`src/rtl/lane_rr_arbiter_pkg.sv`:
```
// Shared types, default sizes and the round-robin pick helper for lane_rr_arbiter.
package lane_arb_pkg;

  localparam int unsigned DEF_DATA_W = 8;
  localparam int unsigned DEF_N_REQ  = 4;
  localparam int unsigned DEF_ID_W   = 2;
  // Widest supported requester set; the helper works on vectors padded to this size.
  localparam int unsigned N_MAX      = 8;
  localparam int unsigned ID_MAX     = 3;

  typedef enum logic {
    ST_ARB  = 1'b0,
    ST_LOCK = 1'b1
  } state_t;

  // Search starts one past ptr and wraps modulo n; returns {found, index}.
  function automatic logic [ID_MAX:0] rr_pick(input logic [N_MAX-1:0]  valid,
                                              input logic [ID_MAX-1:0] ptr,
                                              input int unsigned       n);
    logic              found;
    logic [ID_MAX-1:0] idx;
    int                cand;
    found = 1'b0;
    idx   = '0;
    for (int i = 1; i <= int'(N_MAX); i++) begin
      cand = (int'(ptr) + i) % int'(n);
      if ((i <= int'(n)) && !found && valid[ID_MAX'(cand)]) begin
        found = 1'b1;
        idx   = ID_MAX'(cand);
      end
    end
    return {found, idx};
  endfunction

endpackage

```
`src/rtl/lane_rr_arbiter_if.sv`:
```
// Lane-side and output-side handshake bundle for lane_rr_arbiter.
// With LANE_ARB_LOCK_EN defined the bundle also carries in_last/out_last.
interface lane_rr_arbiter_if #(
  parameter int unsigned DATA_W = 8,
  parameter int unsigned N_REQ  = 4,
  parameter int unsigned ID_W   = 2
);

  logic [N_REQ-1:0]        in_valid;
  logic [N_REQ*DATA_W-1:0] in_data;
  logic [N_REQ-1:0]        in_ready;
  logic                    out_valid;
  logic [DATA_W-1:0]       out_data;
  logic [ID_W-1:0]         out_id;
  logic                    out_ready;
`ifdef LANE_ARB_LOCK_EN
  logic [N_REQ-1:0]        in_last;
  logic                    out_last;

  modport master (output in_valid, in_data, in_last, out_ready,
                  input  in_ready, out_valid, out_data, out_id, out_last);
  modport slave  (input  in_valid, in_data, in_last, out_ready,
                  output in_ready, out_valid, out_data, out_id, out_last);
`else
  modport master (output in_valid, in_data, out_ready,
                  input  in_ready, out_valid, out_data, out_id);
  modport slave  (input  in_valid, in_data, out_ready,
                  output in_ready, out_valid, out_data, out_id);
`endif

endinterface

```
`src/rtl/lane_rr_arbiter_rr_pick_comb.sv`:
```
// Combinational rotate-and-priority-encode: first valid lane after i_ptr.
module rr_pick_comb
  import lane_arb_pkg::*;
#(
  parameter int unsigned N_REQ = DEF_N_REQ,
  parameter int unsigned ID_W  = DEF_ID_W
) (
  input  logic [N_REQ-1:0] i_valid,
  input  logic [ID_W-1:0]  i_ptr,
  output logic             o_found_c,
  output logic [ID_W-1:0]  o_idx_c
);

  logic [ID_MAX:0] w_pick;

  // Pad to the helper's fixed width and split {found, index}.
  always_comb begin
    w_pick    = rr_pick(N_MAX'(i_valid), ID_MAX'(i_ptr), N_REQ);
    o_found_c = w_pick[ID_MAX];
    o_idx_c   = ID_W'(w_pick[ID_MAX-1:0]);
  end

endmodule

```
`src/rtl/lane_rr_arbiter.sv`:
```
// Round-robin arbiter forwarding one lane's byte per beat into a registered output.
// Optional macro LANE_ARB_LOCK_EN: grant stays on a lane until its in_last beat.
module lane_rr_arbiter
  import lane_arb_pkg::*;
#(
  parameter int unsigned DATA_W = DEF_DATA_W,
  parameter int unsigned N_REQ  = DEF_N_REQ,
  parameter int unsigned ID_W   = DEF_ID_W
) (
  input  logic              clkf,
  input  logic              reset,
  lane_rr_arbiter_if.slave  bus
);

  state_t            r_state;
  state_t            w_state_nxt;
  logic [ID_W-1:0]   r_rr_ptr;
  logic              r_out_valid;
  logic [DATA_W-1:0] r_out_data;
  logic [ID_W-1:0]   r_out_id;
`ifdef LANE_ARB_LOCK_EN
  logic              r_out_last;
`endif

  logic              w_can_load;
  logic              w_pick_found;
  logic [ID_W-1:0]   w_pick_idx;
  logic              w_grant_found;
  logic [ID_W-1:0]   w_grant_idx;
  logic              w_xfer;
  logic [N_REQ-1:0]  w_in_ready;

  rr_pick_comb #(
    .N_REQ (N_REQ),
    .ID_W  (ID_W)
  ) u_pick (
    .i_valid   (bus.in_valid),
    .i_ptr     (r_rr_ptr),
    .o_found_c (w_pick_found),
    .o_idx_c   (w_pick_idx)
  );

  // State register; the lock lane is always r_rr_ptr since every transfer updates it.
  always_ff @(posedge clkf) begin
    if (reset) begin
      r_state <= ST_ARB;
    end else begin
      r_state <= w_state_nxt;
    end
  end

  // Grant selection, lane ready and next state.
  always_comb begin
    w_state_nxt   = r_state;
    w_grant_found = 1'b0;
    w_grant_idx   = w_pick_idx;
    w_in_ready    = '0;
    w_can_load    = !r_out_valid || bus.out_ready;

    case (r_state)
      ST_ARB: begin
        w_grant_found = w_pick_found;
        w_grant_idx   = w_pick_idx;
      end
`ifdef LANE_ARB_LOCK_EN
      ST_LOCK: begin
        w_grant_found = bus.in_valid[r_rr_ptr];
        w_grant_idx   = r_rr_ptr;
      end
`endif
      default: begin
        w_grant_found = 1'b0;
      end
    endcase

    w_xfer = w_grant_found && w_can_load && !reset;
    if (w_xfer) begin
      w_in_ready[w_grant_idx] = 1'b1;
    end

`ifdef LANE_ARB_LOCK_EN
    if (w_xfer) begin
      if (r_state == ST_ARB && !bus.in_last[w_grant_idx]) begin
        w_state_nxt = ST_LOCK;
      end else if (r_state == ST_LOCK && bus.in_last[w_grant_idx]) begin
        w_state_nxt = ST_ARB;
      end
    end
`endif
  end

  // Output beat register and round-robin pointer; a new load replaces a draining beat.
  always_ff @(posedge clkf) begin
    if (reset) begin
      r_out_valid <= 1'b0;
      r_out_data  <= '0;
      r_out_id    <= '0;
      r_rr_ptr    <= ID_W'(N_REQ - 1);
`ifdef LANE_ARB_LOCK_EN
      r_out_last  <= 1'b0;
`endif
    end else if (w_xfer) begin
      r_out_valid <= 1'b1;
      r_out_data  <= bus.in_data[w_grant_idx*DATA_W +: DATA_W];
      r_out_id    <= w_grant_idx;
      r_rr_ptr    <= w_grant_idx;
`ifdef LANE_ARB_LOCK_EN
      r_out_last  <= bus.in_last[w_grant_idx];
`endif
    end else if (bus.out_ready) begin
      r_out_valid <= 1'b0;
    end
  end

  assign bus.in_ready  = w_in_ready;
  assign bus.out_valid = r_out_valid;
  assign bus.out_data  = r_out_data;
  assign bus.out_id    = r_out_id;
`ifdef LANE_ARB_LOCK_EN
  assign bus.out_last  = r_out_last;
`endif

endmodule

```
`src/flat_wrapper.sv`:
```
// flat-port wrapper written by rule: the top's interface ports become plain ports
module lane_rr_arbiter_flat import lane_arb_pkg::*;
#(
  parameter int unsigned DATA_W = DEF_DATA_W,
  parameter int unsigned N_REQ  = DEF_N_REQ,
  parameter int unsigned ID_W   = DEF_ID_W
)
  (clkf, reset, bus_in_valid, bus_in_data, bus_out_ready, bus_in_ready, bus_out_valid, bus_out_data, bus_out_id);
  lane_rr_arbiter_if #(.DATA_W(DATA_W), .N_REQ(N_REQ), .ID_W(ID_W)) bus_i ();
  input  logic clkf;
  input  logic reset;
  input wire logic [$bits(bus_i.in_valid)-1:0] bus_in_valid;
  input wire logic [$bits(bus_i.in_data)-1:0] bus_in_data;
  input wire logic [$bits(bus_i.out_ready)-1:0] bus_out_ready;
  output wire logic [$bits(bus_i.in_ready)-1:0] bus_in_ready;
  output wire logic [$bits(bus_i.out_valid)-1:0] bus_out_valid;
  output wire logic [$bits(bus_i.out_data)-1:0] bus_out_data;
  output wire logic [$bits(bus_i.out_id)-1:0] bus_out_id;
  assign bus_i.in_valid = bus_in_valid;
  assign bus_i.in_data = bus_in_data;
  assign bus_i.out_ready = bus_out_ready;
  assign bus_in_ready = bus_i.in_ready;
  assign bus_out_valid = bus_i.out_valid;
  assign bus_out_data = bus_i.out_data;
  assign bus_out_id = bus_i.out_id;
  lane_rr_arbiter #(.DATA_W(DATA_W), .N_REQ(N_REQ), .ID_W(ID_W)) u_core (.clkf(clkf), .reset(reset), .bus(bus_i));
endmodule
```
`config.mk`:
```
export PLATFORM = sky130hd
export DESIGN_NAME = lane_rr_arbiter_flat
export DESIGN_NICKNAME = d
export VERILOG_FILES = /design/src/rtl/lane_rr_arbiter_pkg.sv /design/src/rtl/lane_rr_arbiter_if.sv /design/src/rtl/lane_rr_arbiter_rr_pick_comb.sv /design/src/rtl/lane_rr_arbiter.sv /design/src/flat_wrapper.sv
export SDC_FILE = /design/constraint.sdc
export NUM_CORES = 1
export LEC_CHECK = 0
export ABC_AREA = 0
export BUFFER_PORTS_ARGS = -buffer_cell sky130_fd_sc_hd__buf_2
export CORE_AREA = 2 2 50 57
export DETAILED_ROUTE_END_ITERATION = 10
export DIE_AREA = 0 0 52 59
export GPL_TIMING_DRIVEN = 0
export PLACE_DENSITY = 0.72
export SLEW_MARGIN = 20
export SYNTH_ARGS = -nofsm -noshare
export SYNTH_HDL_FRONTEND = slang
export SYNTH_SLANG_ARGS = --single-unit
```
`constraint.sdc`:
```
create_clock -name clkf -period 2.5 [get_ports clkf]
set_input_delay 0.5 -clock clkf [delete_from_list [all_inputs] [get_ports clkf]]
set_output_delay 0.5 -clock clkf [all_outputs]
set_load 0.005 [all_outputs]
```
# Word level (Yosys, flattened, before mapping)
# Cells that the tools add are included.
[op_classes]
n_bitwise = 4
reduce_logical = 17
mul = 0
n_mux = 25
n_eq_ne = 0
n_addsub = 4
div = 0
magnitude_cmp = 6
shifts = 1
[ops]
columns = ["cell", "n"]
rows = [
  ["indexed part select 32 x 6 -> 8 bit", 1],
  ["less-than comparator 3 x 5 -> 1 bit (second input constant)", 4],
  ["2-to-1 mux 1 bit", 15],
  ["binary-select mux 1 bit (select 3 bit)", 4],
  ["2-to-1 mux 2 bit", 4],
  ["OR reduction 2 bit", 4],
  ["logical AND 1 bit", 6],
  ["zero test 1 bit", 5],
  ["adder 2 x 1 -> 2 bit (second input constant)", 2],
  ["adder 2 bit (second input constant)", 2],
  ["AND 1 bit (first input constant)", 4],
  ["2-to-1 mux 4 bit", 1],
  ["less-than comparator 2 x 3 -> 1 bit (second input constant)", 1],
  ["demux 1 bit (select 2 bit)", 1],
  ["greater-or-equal comparator 2 x 1 -> 1 bit (second input constant)", 1],
  ["nonzero test 2 bit", 1],
  ["logical OR 1 bit", 1],
]
[totals]
latchBits = 0
memories = 0
mem_bits_rw = 0
reg_bits = 13
mem_bits_ro = 0

# Longest topological paths before layout
[depth]
ltp_word = 21
mapped_depth = 7
depth_no_buf = 5

# By module
# A second synthesis with hierarchy kept.
[unflattened]
cells_unflattened = 64
area_unflattened_um2 = 763.2
[modules_own_cells]
columns = ["module", "seq_area_each_um2", "cells_each", "area_each_um2", "n_inst"]
rows = [
  ["lane_rr_arbiter", 260.2, 50, 671.9, 1],
  ["rr_pick_comb", 0.0, 14, 91.3, 1],
]

# Worst setup path before layout
# Ideal clock, no wire load.
[synth_path]
path_type = "input -> output"
start = "input bus_in_valid[2]"
end = "output bus_in_ready[2]"
setup_slack_ns = 0.315
arrival_time_ns = 1.685
n_path_buf = 3
path_stages = 7
path_cell_list = "or4_4 buf_6 and3_4 buf_6 nand2_4 buf_12 nor3_1"
[synth_via]
elab_chain_cells = 18
elab_cells_between_ends = 34
[synth_lines]
columns = ["element", "line", "text"]
rows = [
  ["start: declaration", "flat_wrapper.sv:12", "input wire logic [$bits(bus_i.in_valid)-1:0] bus_in_valid;"],
  ["binary-select mux 1 bit (select 3 bit)", "lane_rr_arbiter_pkg.sv:27", "if ((i <= int'(n)) && !found && valid[ID_MAX'(cand)]) begin"],
  ["2-to-1 mux 1 bit (not written as such) (2 in series)", "lane_rr_arbiter_pkg.sv:27", ""],
  ["2-to-1 mux 1 bit", "lane_rr_arbiter_pkg.sv:27", ""],
  ["zero test 1 bit", "lane_rr_arbiter_pkg.sv:27", ""],
  ["logical AND 1 bit", "lane_rr_arbiter_pkg.sv:27", ""],
  ["2-to-1 mux 1 bit", "lane_rr_arbiter_pkg.sv:27", ""],
  ["zero test 1 bit", "lane_rr_arbiter_pkg.sv:27", ""],
  ["logical AND 1 bit", "lane_rr_arbiter_pkg.sv:27", ""],
  ["2-to-1 mux 1 bit", "lane_rr_arbiter_pkg.sv:27", ""],
  ["zero test 1 bit", "lane_rr_arbiter_pkg.sv:27", ""],
  ["logical AND 1 bit", "lane_rr_arbiter_pkg.sv:27", ""],
  ["2-to-1 mux 2 bit", "lane_rr_arbiter_pkg.sv:27", ""],
  ["less-than comparator 2 x 3 -> 1 bit (not written as such) or greater-or-equal comparator 2 x 1 -> 1 bit (tied branches)", "lane_rr_arbiter.sv:78", "w_in_ready[w_grant_idx] = 1'b1;"],
  ["logical AND 1 bit (not written as such)", "lane_rr_arbiter.sv:78", ""],
  ["2-to-1 mux 1 bit (not written as such)", "lane_rr_arbiter.sv:78", ""],
  ["demux 1 bit (select 2 bit)", "n/a", ""],
  ["2-to-1 mux 4 bit *", "lane_rr_arbiter.sv:77", "if (w_xfer) begin"],
  ["end: declaration", "flat_wrapper.sv:15", "output wire logic [$bits(bus_i.in_ready)-1:0] bus_in_ready;"],
]
# Every way passes the cells marked *; elsewhere a longest branch is shown, timed or not. The select of a mux whose other input is x is not followed.

# Worst setup path after layout
# Ends and elaborated chain as after synthesis.

==> metrics.yaml <==
via_per_inst: 5.188
post-dp-hpwl_um: 1970
async_reset_ff_share_pct: 0
gr-total-overflow: 0
cts_sinks: 13
fillerInstances: 229
fin_skew_ns: 0.006645
clockBufferDepth: 2
synth_edf_count: 0
core_area_mm2: 0.002449
clk_latency_ns: 0.28
setup-violations-final: 0
netlist.area_leader.share_pct: 27.12
start_util_pct: 39.19
ys.flop_type: "dfxtp_1"
yosysMostFrequentCell: "dfxtp_1"
clkTransAtPathRegs_ns: 0.09
postRouteAntennaNets: 0
dr_total_vias: 1022
powerDensity_mw_per_mm2: 502.2
ys_seq_elements: 13
grt_pass1_vias: 980
routedWlPerCell_um: 12.90
routed_wl_um: 2542
post-route-util_pct: 54.73
drc: 0
track_usage_pct: 17.37
drive_gt1_share_pct: 51.20
grt_pass1_wl_um: 4008
first_pass_iters: 4
syn_avg_cell_area_um2: 9.228
required_ns: 2.00
synth_seq_area_share_pct: 27.12
gp_congestion: 0.8183
root_buffer: "clkbuf_4"
drv_cap: 0
syn_area_um2: 959.7
rsz0062_at_grt: "no"
fp.dieW_um: 52
fmax_ghz: 0.4096
layout_setup_ws_ns: 0.05885
worstPathMaxFanout: 9
start_kind: "input port"
hold_viol: 0
yosysTopAreaCell: "dfxtp_1"
grt_max_degree: 11
slew_violations: 0
period_minus_slack_ns: 2.441
io_pins: 54
preCtsSetupSlack_ns: -0.006510
max-vdd-ir-drop_mv: 0.3241
dr.first_iter.drc_count: 7
hold_path.class: "input port to flip-flop"
min_period_over_period_pct: 97.65
status: "finished, final reports clean"
ys_warn_count: 0
cp_data_arrival_time_ns: 1.94
synth.distinct_cells: 38
cts_max_level: 1
worst_pin_slew_ns: 0.4486
worst-setup-path-type: "input port to output pin"
die_y_um: 59
final_nets: 206
io_buffers: 53
p_leak_nw: 0.6659
dieArea_mm2: 0.003068
cts_tree: "built"
antenna_found_initial: 0
std_cell_rows: 19
ys_top_cells_by_area: "dfxtp_1 (27%), mux2i_1 (11%), o211ai_2 (7.8%)"
cts_inserted_buffers: 3
yosys-top-cells-count: "dfxtp_1 (13), mux2i_1 (11), nand2_1 (10), o21ai_0 (7)"
area_delta_synth_final_pct: 39.64
end_kind: "output pin"
max-slew-margin-rel_pct: 70.03
syn_nets: 143
n_antenna_cell: 0
synthCells: 104
power breakdown:
group	switching [mW]	leakage [nW]	total, mW	internal (mW)
clock network	0.0716	0.0150	0.133	0.0619
registers	0.0223	0.108	0.263	0.241
logic	0.133	0.543	0.276	0.143
total	0.227	0.666	0.673	0.446
critical path: stages:
cell and delay (ns):
buf_2 0.12, or4_4 0.52, buf_6 0.15, and3_4 0.16
buf_6 0.13, nand2_4 0.07, buf_12 0.10, nor3_1 0.04
buf_2 0.14
cells by family after synthesis:
| group | share of synthesized area (%) |
|---|---|
| simple gates | 25.95 |
| buf+inv | 7.561 |
| compound gates | 27.90 |
| flops | 27.12 |
| mux | 11.47 |
path summary, 6_finish.rpt:
check / depth (start not counted) / to / slack [ns] / startpoint
worst max register to register: 6 / u_core.bus.out_data[1] / 0.71 / u_core.r_rr_ptr[1]
worst min-delay path: 3 / u_core.bus.out_data[6] / 0.42 / bus_in_data[6]
worst min register to register: 2 / u_core.bus.out_id[1] / 0.46 / u_core.bus.out_id[1]
worst max-delay path: 9 / bus_in_ready[2] / 0.06 / bus_in_valid[2]
layout by cell type, fill, tap and decap left out, types with 2 or more instances in the layout:
master    synthesis  layout
clkbuf_4          0       3
and2_1            6       6
clkbuf_1          1       2
a21oi_1           2       2
o211ai_2          6       6
dfxtp_1          13      13
o21ai_0           7       7
buf_6             2       2
nand3b_1          2       2
nand2b_1          2       2
buf_4             2       7
a211oi_1          6       6
inv_1             3       3
buf_2             0      53
mux2i_1          11      10
nor2_1            3       3
nand2_1          10      10
nand4_1           6       6
through the flow:
step	TNS [ns]	cell area [µm²]	hold slack, ns	cells	power [mW]
2_1_floorplan	0	959.7	0.4388	104	0.4343
3_3_place_gp	0	1264	0.4332	188	0.5208
3_5_place_dp	-0.006510	1264	0.4538	188	0.5306
4_1_cts	0	1314	0.4107	194	0.6776
5_1_grt	0	1340	0.4127	197	0.7194
6_report	0	1340	0.4191	197	0.6730
registers in the layout (all words and copies together) (netlist names):
| signal | count |
|---|---|
| u_core.bus.out_data | 8 |
| u_core.r_rr_ptr | 2 |
| u_core.bus.out_id | 2 |
| u_core.bus.out_valid | 1 |
layer usage:
metal | GRT usage [%] | share of wire, % | vias to the layer above
li1 | - | - | 519
met1 | 18.52 | 40 | 460
met2 | 32.73 | 51 | 41
met3 | 3.283 | 7.6 | 2
met4 | 7.143 | 0.67 | 0
met5 | 0 | 0 | -
layout make-up:
type	instances	area, µm²	share of cell area, %
Multi-Input combinational cell	82	639.4	47.71
Timing Repair Buffer	58	302.8	22.60
Sequential cell	13	260.3	19.42
Buffer	6	61.31	4.575
Tap cell	31	38.79	2.894
Clock buffer	4	26.28	1.961
Inverter	3	11.26	0.8403
repair_timing:
item	in CTS	in global routing
setup endpoints to repair	1	3
hold buffers	0	0
gates resized for setup	1	1
pin swaps	0	2
buffers inserted	2	3
(Power assumes the default switching activity.)
